[config.mk]
export PLATFORM = sky130hd
export DESIGN_NAME = npu_layer_seq
export DESIGN_NICKNAME = d
export VERILOG_FILES = /design/src/rtl/npu_layer_seq.sv
export SDC_FILE = /design/constraint.sdc
export NUM_CORES = 1
export LEC_CHECK = 0
export CORE_AREA = 2 2 91 93
export DETAILED_ROUTE_END_ITERATION = 16
export DIE_AREA = 0 0 93 95
export DONT_BUFFER_PORTS = 1
export HOLD_SLACK_MARGIN = 0.08
export PLACE_DENSITY = 0.57
export SETUP_SLACK_MARGIN = 0.4
export SLEW_MARGIN = 40
export SYNTH_ARGS = -nofsm -noshare
export SYNTH_HDL_FRONTEND = slang
export SYNTH_SLANG_ARGS = --single-unit
[constraint.sdc]
create_clock -name clk -period 2 [get_ports clk]
set_clock_uncertainty 0.1 [all_clocks]
set_input_delay 0 -clock clk [delete_from_list [all_inputs] [get_ports clk]]
set_output_delay 0 -clock clk [all_outputs]
set_load 0.01 [all_outputs]
[src/rtl/npu_layer_seq.sv]
// npu_layer_seq: host-bus layer sequencer for an N_STAGE chain of NPU compute stages.
// Decodes region/offset writes into one-hot loads or soft-reset/trigger/require commands, sequences
// stage_start/stage_done hand-offs, tracks busy/done/err and captures the last stage's result.
// Ports: clk, rst (sync, active-high); host_we/host_addr/host_wdata in; host_rdata/host_rvalid out;
// ld_we/ld_addr/ld_data load bus out; stage_start out, stage_done/stage_result in;
// soft_rst, busy, done, err, err_code status out.
// Optional: define NPU_SEQ_TIMEOUT_EN to add a per-stage TIMEOUT watchdog (err_code bit 1, ERR state).
module npu_layer_seq #(
  parameter int N_STAGE   = 4,
  parameter int AW_REGION = 3,
  parameter int AW_OFF    = 12,
  parameter int DW        = 8,
  parameter int RES_W     = 24,
  parameter int TIMEOUT   = 65535
) (
  input  logic                        clk,
  input  logic                        rst,
  input  logic                        host_we,
  input  logic [AW_REGION+AW_OFF-1:0] host_addr,
  input  logic [DW-1:0]               host_wdata,
  output logic [RES_W-1:0]            host_rdata,
  output logic                        host_rvalid,
  output logic [N_STAGE:0]            ld_we,
  output logic [AW_OFF-1:0]           ld_addr,
  output logic [DW-1:0]               ld_data,
  output logic [N_STAGE-1:0]          stage_start,
  input  logic [N_STAGE-1:0]          stage_done,
  input  logic [RES_W-1:0]            stage_result,
  output logic                        soft_rst,
  output logic                        busy,
  output logic                        done,
  output logic                        err,
  output logic [1:0]                  err_code
);

  localparam int KW = (N_STAGE > 1) ? $clog2(N_STAGE) : 1;
  localparam int AW = AW_REGION + AW_OFF;
  localparam int LW = N_STAGE + 1;
  localparam logic [AW_REGION-1:0] LAST_LD = AW_REGION'(N_STAGE);
  localparam logic [AW_REGION-1:0] CMD_REG = AW_REGION'(N_STAGE + 1);

  if (N_STAGE < 1 || N_STAGE > 6 || N_STAGE + 1 >= 2**AW_REGION || TIMEOUT < 1) begin : g_bad_cfg
    $error("npu_layer_seq: unsupported parameter set");
  end

  typedef enum logic [1:0] {
    S_IDLE = 2'd0,
    S_RUN  = 2'd1,
    S_DONE = 2'd2,
    S_ERR  = 2'd3
  } state_t;

  state_t             r_state, w_state_n;
  logic [KW-1:0]      r_k, w_k_n;
  logic [RES_W-1:0]   r_res, w_res_n;
  logic [1:0]         r_err, w_err_n;
  logic [N_STAGE:0]   r_ld_we, w_ld_we_n;
  logic [AW_OFF-1:0]  r_ld_addr, w_ld_addr_n;
  logic [DW-1:0]      r_ld_data, w_ld_data_n;
  logic [N_STAGE-1:0] r_start, w_start_n;
  logic               r_srst, w_srst_n;
  logic               r_rvalid, w_rvalid_n;
  logic [RES_W-1:0]   r_rdata, w_rdata_n;

  logic [AW_REGION-1:0] w_region;
  logic [AW_OFF-1:0]    w_off;
  logic w_load, w_cmd, w_srst, w_trig, w_req;
  logic w_kdone, w_klast;

`ifdef NPU_SEQ_TIMEOUT_EN
  localparam int CW = $clog2(TIMEOUT + 1);
  logic [CW-1:0] r_cnt, w_cnt_n;
`endif

  assign w_region = host_addr[AW-1:AW_OFF];
  assign w_off    = host_addr[AW_OFF-1:0];
  assign w_load   = host_we & (w_region <= LAST_LD);
  assign w_cmd    = host_we & (w_region == CMD_REG);
  assign w_srst   = w_cmd & (w_off == AW_OFF'(0));
  assign w_trig   = w_cmd & (w_off == AW_OFF'(1));
  assign w_req    = w_cmd & (w_off == AW_OFF'(2));

  // Only the active stage's done bit is honoured.
  assign w_kdone = |(stage_done & (N_STAGE'(1) << r_k));
  assign w_klast = (r_k == KW'(N_STAGE - 1));

  always_comb begin
    w_state_n   = r_state;
    w_k_n       = r_k;
    w_res_n     = r_res;
    w_err_n     = r_err;
    w_ld_we_n   = '0;
    w_ld_addr_n = r_ld_addr;
    w_ld_data_n = r_ld_data;
    w_start_n   = '0;
    w_srst_n    = 1'b0;
    w_rvalid_n  = 1'b0;
    w_rdata_n   = '0;
`ifdef NPU_SEQ_TIMEOUT_EN
    w_cnt_n     = r_cnt;
`endif
    if (w_req) begin
      w_rvalid_n = 1'b1;
      w_rdata_n  = (r_state == S_DONE) ? r_res
                 : RES_W'({r_err, r_state, 3'(r_k)});
    end
    // Soft reset overrides any same-cycle stage hand-off.
    if (w_srst) begin
      w_state_n = S_IDLE;
      w_k_n     = '0;
      w_res_n   = '0;
      w_err_n   = '0;
      w_srst_n  = 1'b1;
    end else begin
      unique case (r_state)
        S_IDLE, S_DONE: begin
          if (w_load) begin
            w_ld_we_n   = LW'(1) << w_region;
            w_ld_addr_n = w_off;
            w_ld_data_n = host_wdata;
          end else if (w_trig) begin
            w_state_n = S_RUN;
            w_k_n     = '0;
            w_res_n   = '0;
            w_start_n = N_STAGE'(1);
`ifdef NPU_SEQ_TIMEOUT_EN
            w_cnt_n   = '0;
`endif
          end
        end
        S_RUN: begin
          if (w_load || w_trig) w_err_n[0] = 1'b1;
          if (w_kdone) begin
            if (w_klast) begin
              w_res_n   = stage_result;
              w_state_n = S_DONE;
            end else begin
              w_k_n     = r_k + KW'(1);
              w_start_n = N_STAGE'(1) << (r_k + KW'(1));
`ifdef NPU_SEQ_TIMEOUT_EN
              w_cnt_n   = '0;
`endif
            end
          end
`ifdef NPU_SEQ_TIMEOUT_EN
          // A done arriving on the expiry cycle is handled above and wins.
          else if (r_cnt == CW'(TIMEOUT - 1)) begin
            w_err_n[1] = 1'b1;
            w_state_n  = S_ERR;
          end else begin
            w_cnt_n = r_cnt + CW'(1);
          end
`endif
        end
        default: ;
      endcase
    end
  end

  always_ff @(posedge clk) begin
    if (rst) begin
      r_state   <= S_IDLE;
      r_k       <= '0;
      r_res     <= '0;
      r_err     <= '0;
      r_ld_we   <= '0;
      r_ld_addr <= '0;
      r_ld_data <= '0;
      r_start   <= '0;
      r_srst    <= 1'b0;
      r_rvalid  <= 1'b0;
      r_rdata   <= '0;
`ifdef NPU_SEQ_TIMEOUT_EN
      r_cnt     <= '0;
`endif
    end else begin
      r_state   <= w_state_n;
      r_k       <= w_k_n;
      r_res     <= w_res_n;
      r_err     <= w_err_n;
      r_ld_we   <= w_ld_we_n;
      r_ld_addr <= w_ld_addr_n;
      r_ld_data <= w_ld_data_n;
      r_start   <= w_start_n;
      r_srst    <= w_srst_n;
      r_rvalid  <= w_rvalid_n;
      r_rdata   <= w_rdata_n;
`ifdef NPU_SEQ_TIMEOUT_EN
      r_cnt     <= w_cnt_n;
`endif
    end
  end

  assign host_rdata  = r_rdata;
  assign host_rvalid = r_rvalid;
  assign ld_we       = r_ld_we;
  assign ld_addr     = r_ld_addr;
  assign ld_data     = r_ld_data;
  assign stage_start = r_start;
  assign soft_rst    = r_srst;
  assign busy        = (r_state == S_RUN);
  assign done        = (r_state == S_DONE);
  assign err         = |r_err;
  assign err_code    = r_err;

endmodule

==> flow_summary.json, run 1 <==
{
  "status": "finished, final reports clean",
  "design_area_sq_mm": 0.00429,
  "yosys_warnings": 0,
  "crit_buf_inv": 3,
  "synth_area_sq_mm": 0.00308,
  "drtAntennaViolNets": 0,
  "cp.depth": 8,
  "slowest_stage": "a222oi_1",
  "dp_hpwl_microns": 4770,
  "critPathTopFamily": "compound AO/OA/AOI/OAI gates",
  "antenna_found_initial": 0,
  "vdd_ir_drop_max_v": 0.000342,
  "synthTopCellsByArea": "dfxtp_1 (55%), mux2i_1 (10%), and2_1 (4.7%), nor2_1 (3.8%), o211ai_1 (3.7%)",
  "finalSetupTns_ps": 0,
  "slew_violations": 0,
  "yosysMostFrequentCell": "dfxtp_1",
  "syn_avg_cell_area_sq_um": 10.0,
  "reg2reg_slack_ps": 100,
  "synth.yosys.seq_area_share": 0.546,
  "setup_viol": 0,
  "seq_area_sq_mm": 0.00169,
  "drive_gt1_frac": 0.169,
  "relSlewSlack": 0.525,
  "critPathMaxStageDelay_ps": 400,
  "vias": 2519,
  "synth_edf_count": 0,
  "grtUsageMet3": 0.0607,
  "hold_ws_ps": 135,
  "core_sq_mm": 0.00793,
  "hp-class": "in -> reg",
  "die_area_sq_mm": 0.00884,
  "fp.dieH_microns": 95,
  "worstHoldPathCells": 4,
  "layout.nets": 446,
  "synth_top_area_share": 0.546,
  "gr-total-overflow": 0,
  "clockRootBuffer": "clkbuf_8",
  "min_period_over_period": 0.948,
  "htreeDepth": 3,
  "power_density_mw_per_mm2": 694,
  "ff2ff_path_depth": 8,
  "clkSlewWorstSetupHoldPaths_ps": 80,
  "startpoint_type": "flop",
  "grt.busiest_layer": "met2",
  "end_kind": "flop",
  "cts_tree": "built",
  "worstPathArrival_ps": 2070,
  "syn2layout_area_growth_pct": 39.3,
  "port_buffers": 0,
  "synthArstFlopShare": 0,
  "crit_chain": "inv_4 > ha_4 > a222oi_1 > buf_4 > a21o_1 > buf_4 > o211ai_1 > a21oi_1",
  "crit_type": "reg -> reg",
  "hold_violations": 0,
  "grt_use_met2": 0.292,
  "synth_nets": 368,
  "grt_pass1_vias": 2403,
  "track_usage": 0.175,
  "cts_buffers": 9,
  "clk_latency_ps": 330,
  "grt_max_degree": 31,
  "ys_top_cells_by_count": "dfxtp_1 (84), mux2i_1 (31), nor2_1 (31)",
  "power_leakage_uw": 0.00174,
  "clock.fmax_mhz": 527,
  "crit_fanout": 6,
  "initialDrtViolationCount": 75,
  "grtUsageMet1": 0.208,
  "cts_buffer_depth": 2,
  "dr.pass1.iters": 4,
  "fp.dieW_microns": 93,
  "boundaryPins": 114,
  "place_area_sq_mm": 0.00326,
  "cp.required_ps": 2170,
  "synth_ff_type": "dfxtp_1",
  "diodes": 0,
  "drv_cap": 0,
  "power.total_uw": 2980,
  "routed_wl_microns": 8360,
  "core.rowCount": 33,
  "yosys.area.top_type": "dfxtp_1",
  "gp_congestion": 0.747,
  "drc": 0,
  "ys_types": 37,
  "worstMarginPinSlew_ps": 710,
  "initial_core_util": 0.389,
  "avgRoutedWirePerCell_microns": 16.9,
  "grt_pass1_wl_microns": 11900,
  "rsz0062_at_grt": "yes",
  "fill_cells": 739,
  "syn_inst": 308,
  "synth_seq_cells": 84,
  "period_minus_slack_ps": 1900,
  "cp_common_cell": "buf_4",
  "vias_per_cell": 5.09,
  "multi_input_area_sq_mm": 0.00139,
  "clock_sinks": 84
}
==> layout by cell type (no fill, tap or decap), types with 2 or more instances in the layout <==
master | synthesis | final
dfxtp_1 | 84 | 80
dlygate4sd3_1 | 0 | 53
mux2i_1 | 31 | 31
nor2_1 | 31 | 30
and2_1 | 23 | 23
a21oi_1 | 22 | 22
nor3_1 | 18 | 17
buf_4 | 3 | 17
o211ai_1 | 15 | 15
nand3_1 | 13 | 12
clkbuf_8 | 0 | 9
inv_1 | 9 | 7
dlymetal6s4s_1 | 0 | 7
nand2_1 | 4 | 4
ha_1 | 6 | 4
buf_6 | 1 | 4
inv_4 | 0 | 3
o21ai_0 | 4 | 3
clkinv_2 | 0 | 3
nor4_4 | 0 | 2
nand4_1 | 2 | 2
or2_2 | 2 | 2
a21o_1 | 2 | 2
nand3b_1 | 2 | 2
nor3b_1 | 2 | 2
ha_4 | 0 | 2
buf_2 | 5 | 2
buf_12 | 0 | 2
dfxtp_4 | 0 | 2
dfxtp_2 | 0 | 2
==> worst register-to-register path, cell delays in order, from the launching register on <==
cell and delay [ps]:
dfxtp_4 390, inv_4 50, ha_4 140, a222oi_1 400
buf_4 210, a21o_1 160, buf_4 160, o211ai_1 90
a21oi_1 140
==> stage by stage <==
step	utilization	instances	worst slack [ps]
2_1_floorplan	-	308	16.3
3_3_place_gp	0.411	405	127
3_5_place_dp	0.411	405	85.1
4_1_cts	0.500	472	104
5_1_grt	0.541	495	-63.7
6_report	0.541	495	104
==> report_power, final <==
part,internal [uW],switching [uW],total [uW],leakage (uW)
clock network,439,583,1020,0.0000822
registers,1690,28.7,1720,0.000682
logic,130,105,235,0.000976
==> metal layers <==
metal  share of wire  wire length (microns)
met2            0.52                   4390
met1            0.40                   3360
met4           0.010                     85
met5               0                      0
met3           0.064                    531
==> what timing repair did <==
item / 4_1_cts / 5_1_grt
buffers inserted: 3 / 7
hold endpoints to repair: 84 / 21
pin swaps: 5 / 20
cloned: 0 / 4
endpoints found under the setup margin: 32 / 74
hold buffers: 49 / 12
gates resized for setup: 6 / 32
==> path summary, 6_finish.rpt <==
check	start	end
max	r_k[1]	r_res[5]
max reg2reg	r_k[1]	r_res[5]
min reg2reg	r_res[18]	host_rdata[18]
min	rst	r_k[0]
==> cell type report <==
class | instances | area share
well taps | 105 | 0.0306
flip-flops and latches | 84 | 0.394
multi-input cells | 195 | 0.324
clock buffers | 10 | 0.0297
repair buffers | 87 | 0.205
clock inverters | 5 | 0.00671
inverters | 9 | 0.00904
==> cells by family after synthesis <==
kind of cell             synth area share
AO/OA/AOI/OAI                       0.101
adder cells (fa/ha/maj)            0.0244
buffers and inverters              0.0435
flip-flops                          0.546
multiplexers                        0.101
other                             0.00122
AND/OR/NAND/NOR                     0.183
==> registers in the layout (all words and copies together), names as in the netlist <==
| name | cells |
|---|---|
| r_k | 2 |
| ld_we | 5 |
| r_state | 2 |
| stage_start | 4 |
| host_rvalid | 1 |
| ld_data | 8 |
| err_code | 1 |
| host_rdata | 24 |
| ld_addr | 12 |
| soft_rst | 1 |
| r_res | 24 |
No activity file was read; power rests on OpenSTA's default activity.
==> run 2: changes to the inputs <==
==> constraint.sdc (replaced) <==
create_clock -name clk -period 2 [get_ports clk]
set_clock_uncertainty 0.1 [all_clocks]
set_input_delay 0.1 -clock clk [delete_from_list [all_inputs] [get_ports clk]]
set_output_delay 0.1 -clock clk [all_outputs]
set_load 0.01 [all_outputs]
==> flow_summary.json, run 2 (synthesized netlist as in run 1, its figures left out) <==
{
  "design_area_sq_mm": 0.00415,
  "place_area_sq_mm": 0.00328,
  "worstMarginPinSlew_ps": 518,
  "drtAntennaViolNets": 0,
  "grt_max_degree": 31,
  "drc": 0,
  "cts_tree": "built",
  "end_kind": "flop",
  "period_minus_slack_ps": 1920,
  "gr-total-overflow": 0,
  "clock_sinks": 84,
  "finalSetupTns_ps": 0,
  "dp_hpwl_microns": 4720,
  "clkSlewWorstSetupHoldPaths_ps": 80,
  "layout.nets": 430,
  "core.rowCount": 33,
  "routed-wl-met2_microns": 3980,
  "hp-class": "in -> reg",
  "final_cells": 479,
  "vias": 2446,
  "crit_fanout": 25,
  "gp_congestion": 0.756,
  "diodes": 0,
  "grt_pass1_vias": 2473,
  "top_layer": "met4",
  "boundaryPins": 114,
  "dr.pass1.iters": 4,
  "htreeDepth": 3,
  "clk_latency_ps": 340,
  "startpoint_type": "flop",
  "cp.required_ps": 2170,
  "vias_per_cell": 5.11,
  "initialDrtViolationCount": 136,
  "antenna_found_initial": 0,
  "cts_buffer_depth": 2,
  "fp.dieH_microns": 95,
  "setup_viol": 0,
  "min_period_over_period": 0.959,
  "worstPathArrival_ps": 2080,
  "initial_core_util": 0.389,
  "final_common_cell": "dfxtp_1",
  "power_leakage_uw": 0.00167,
  "routed_wl_microns": 7770,
  "status": "finished, final reports clean",
  "slew_violations": 0,
  "hold_violations": 0,
  "cts_buffers": 9,
  "fp.dieW_microns": 93,
  "die_area_sq_mm": 0.00884,
  "avgRoutedWirePerCell_microns": 16.2,
  "drv_cap": 0,
  "utilization": 0.524,
  "final_cell_mix": "dfxtp_1 (80), dlygate4sd3_1 (42), nor2_1 (30), mux2i_1 (30), and2_1 (23)",
  "crit_type": "reg -> reg",
  "track_usage": 0.179,
  "wl_met3_microns": 412,
  "power_density_mw_per_mm2": 727,
  "drive_gt1_frac": 0.166,
  "met1Wirelength_microns": 3220,
  "syn2layout_area_growth_pct": 34.8,
  "port_buffers": 0,
  "core_sq_mm": 0.00793,
  "vdd_ir_drop_max_v": 0.000313,
  "clock.fmax_mhz": 521,
  "relSlewSlack": 0.655,
  "post-place-cells": 406,
  "clockRootBuffer": "clkbuf_8",
  "rsz0062_at_grt": "yes",
  "grt_pass1_wl_microns": 12300
}
run 2: changes by cell type in the layout (fill, tap and decap cells not counted), sizes merged:
cell and change:
clkdlybuf4s15 +1, dlygate4sd3 -11, buf -5, clkinv -1
run 2: per-layer routing:
metal / GRT usage / up-vias
met3: 0.0535 / 11
met5: 0 / -
met1: 0.209 / 1185
li1: - / 1192
met4: 0.0821 / 0
met2: 0.301 / 58
run 2: worst max-delay path: stages (launching register included):
cell      delay [ps]
dfxtp_4          380
inv_4             50
ha_2             170
a222oi_1         370
buf_4            200
a21oi_2           60
buf_12           170
mux2i_4          200
nor3_2           130
run 2: report_power, final:
group / internal [uW] / total, uW / switching (uW)
logic: 120 / 218 / 98.0
registers: 1690 / 1720 / 27.7
clock network: 509 / 1080 / 574
run 2: timing repair:
action                     4_1_cts  5_1_grt
setup endpoints to repair       33       66
buffers inserted                 4        2
hold endpoints to repair        65        2
gates cloned                     1        1
hold buffers                    49        1
resized for setup                9       25
pin swaps                        9       14
run 2: path summary, 6_finish.rpt:
path | cells past startpoint | startpoint | slack, ps | endpoint
worst min register to register | 1 | r_res[8] | 370 | host_rdata[8]
worst min-delay path | 3 | host_addr[8] | 80 | ld_addr[8]
worst max register to register | 8 | r_k[0] | 80 | r_res[19]
worst max-delay path | 8 | r_k[0] | 80 | r_res[19]
run 2: cell type report:
| class | count | area [sq um] |
|---|---|---|
| clock buffers | 11 | 151 |
| repair buffers | 71 | 727 |
| clock inverters | 4 | 23.8 |
| well taps | 105 | 131 |
| flip-flops and latches | 84 | 1700 |
| inverters | 9 | 38.8 |
| multi-input cells | 195 | 1380 |
| fillers | 767 | 3780 |
run 2: through the flow:
step,hold slack [ps],power (uW),setup WS (ps)
3_3_place_gp,74.6,1860,127
3_5_place_dp,76.6,1870,97.6
6_report,82.3,3020,82.0
4_1_cts,-212,3060,118
2_1_floorplan,75.8,1840,16.3
5_1_grt,106,3160,-31.4
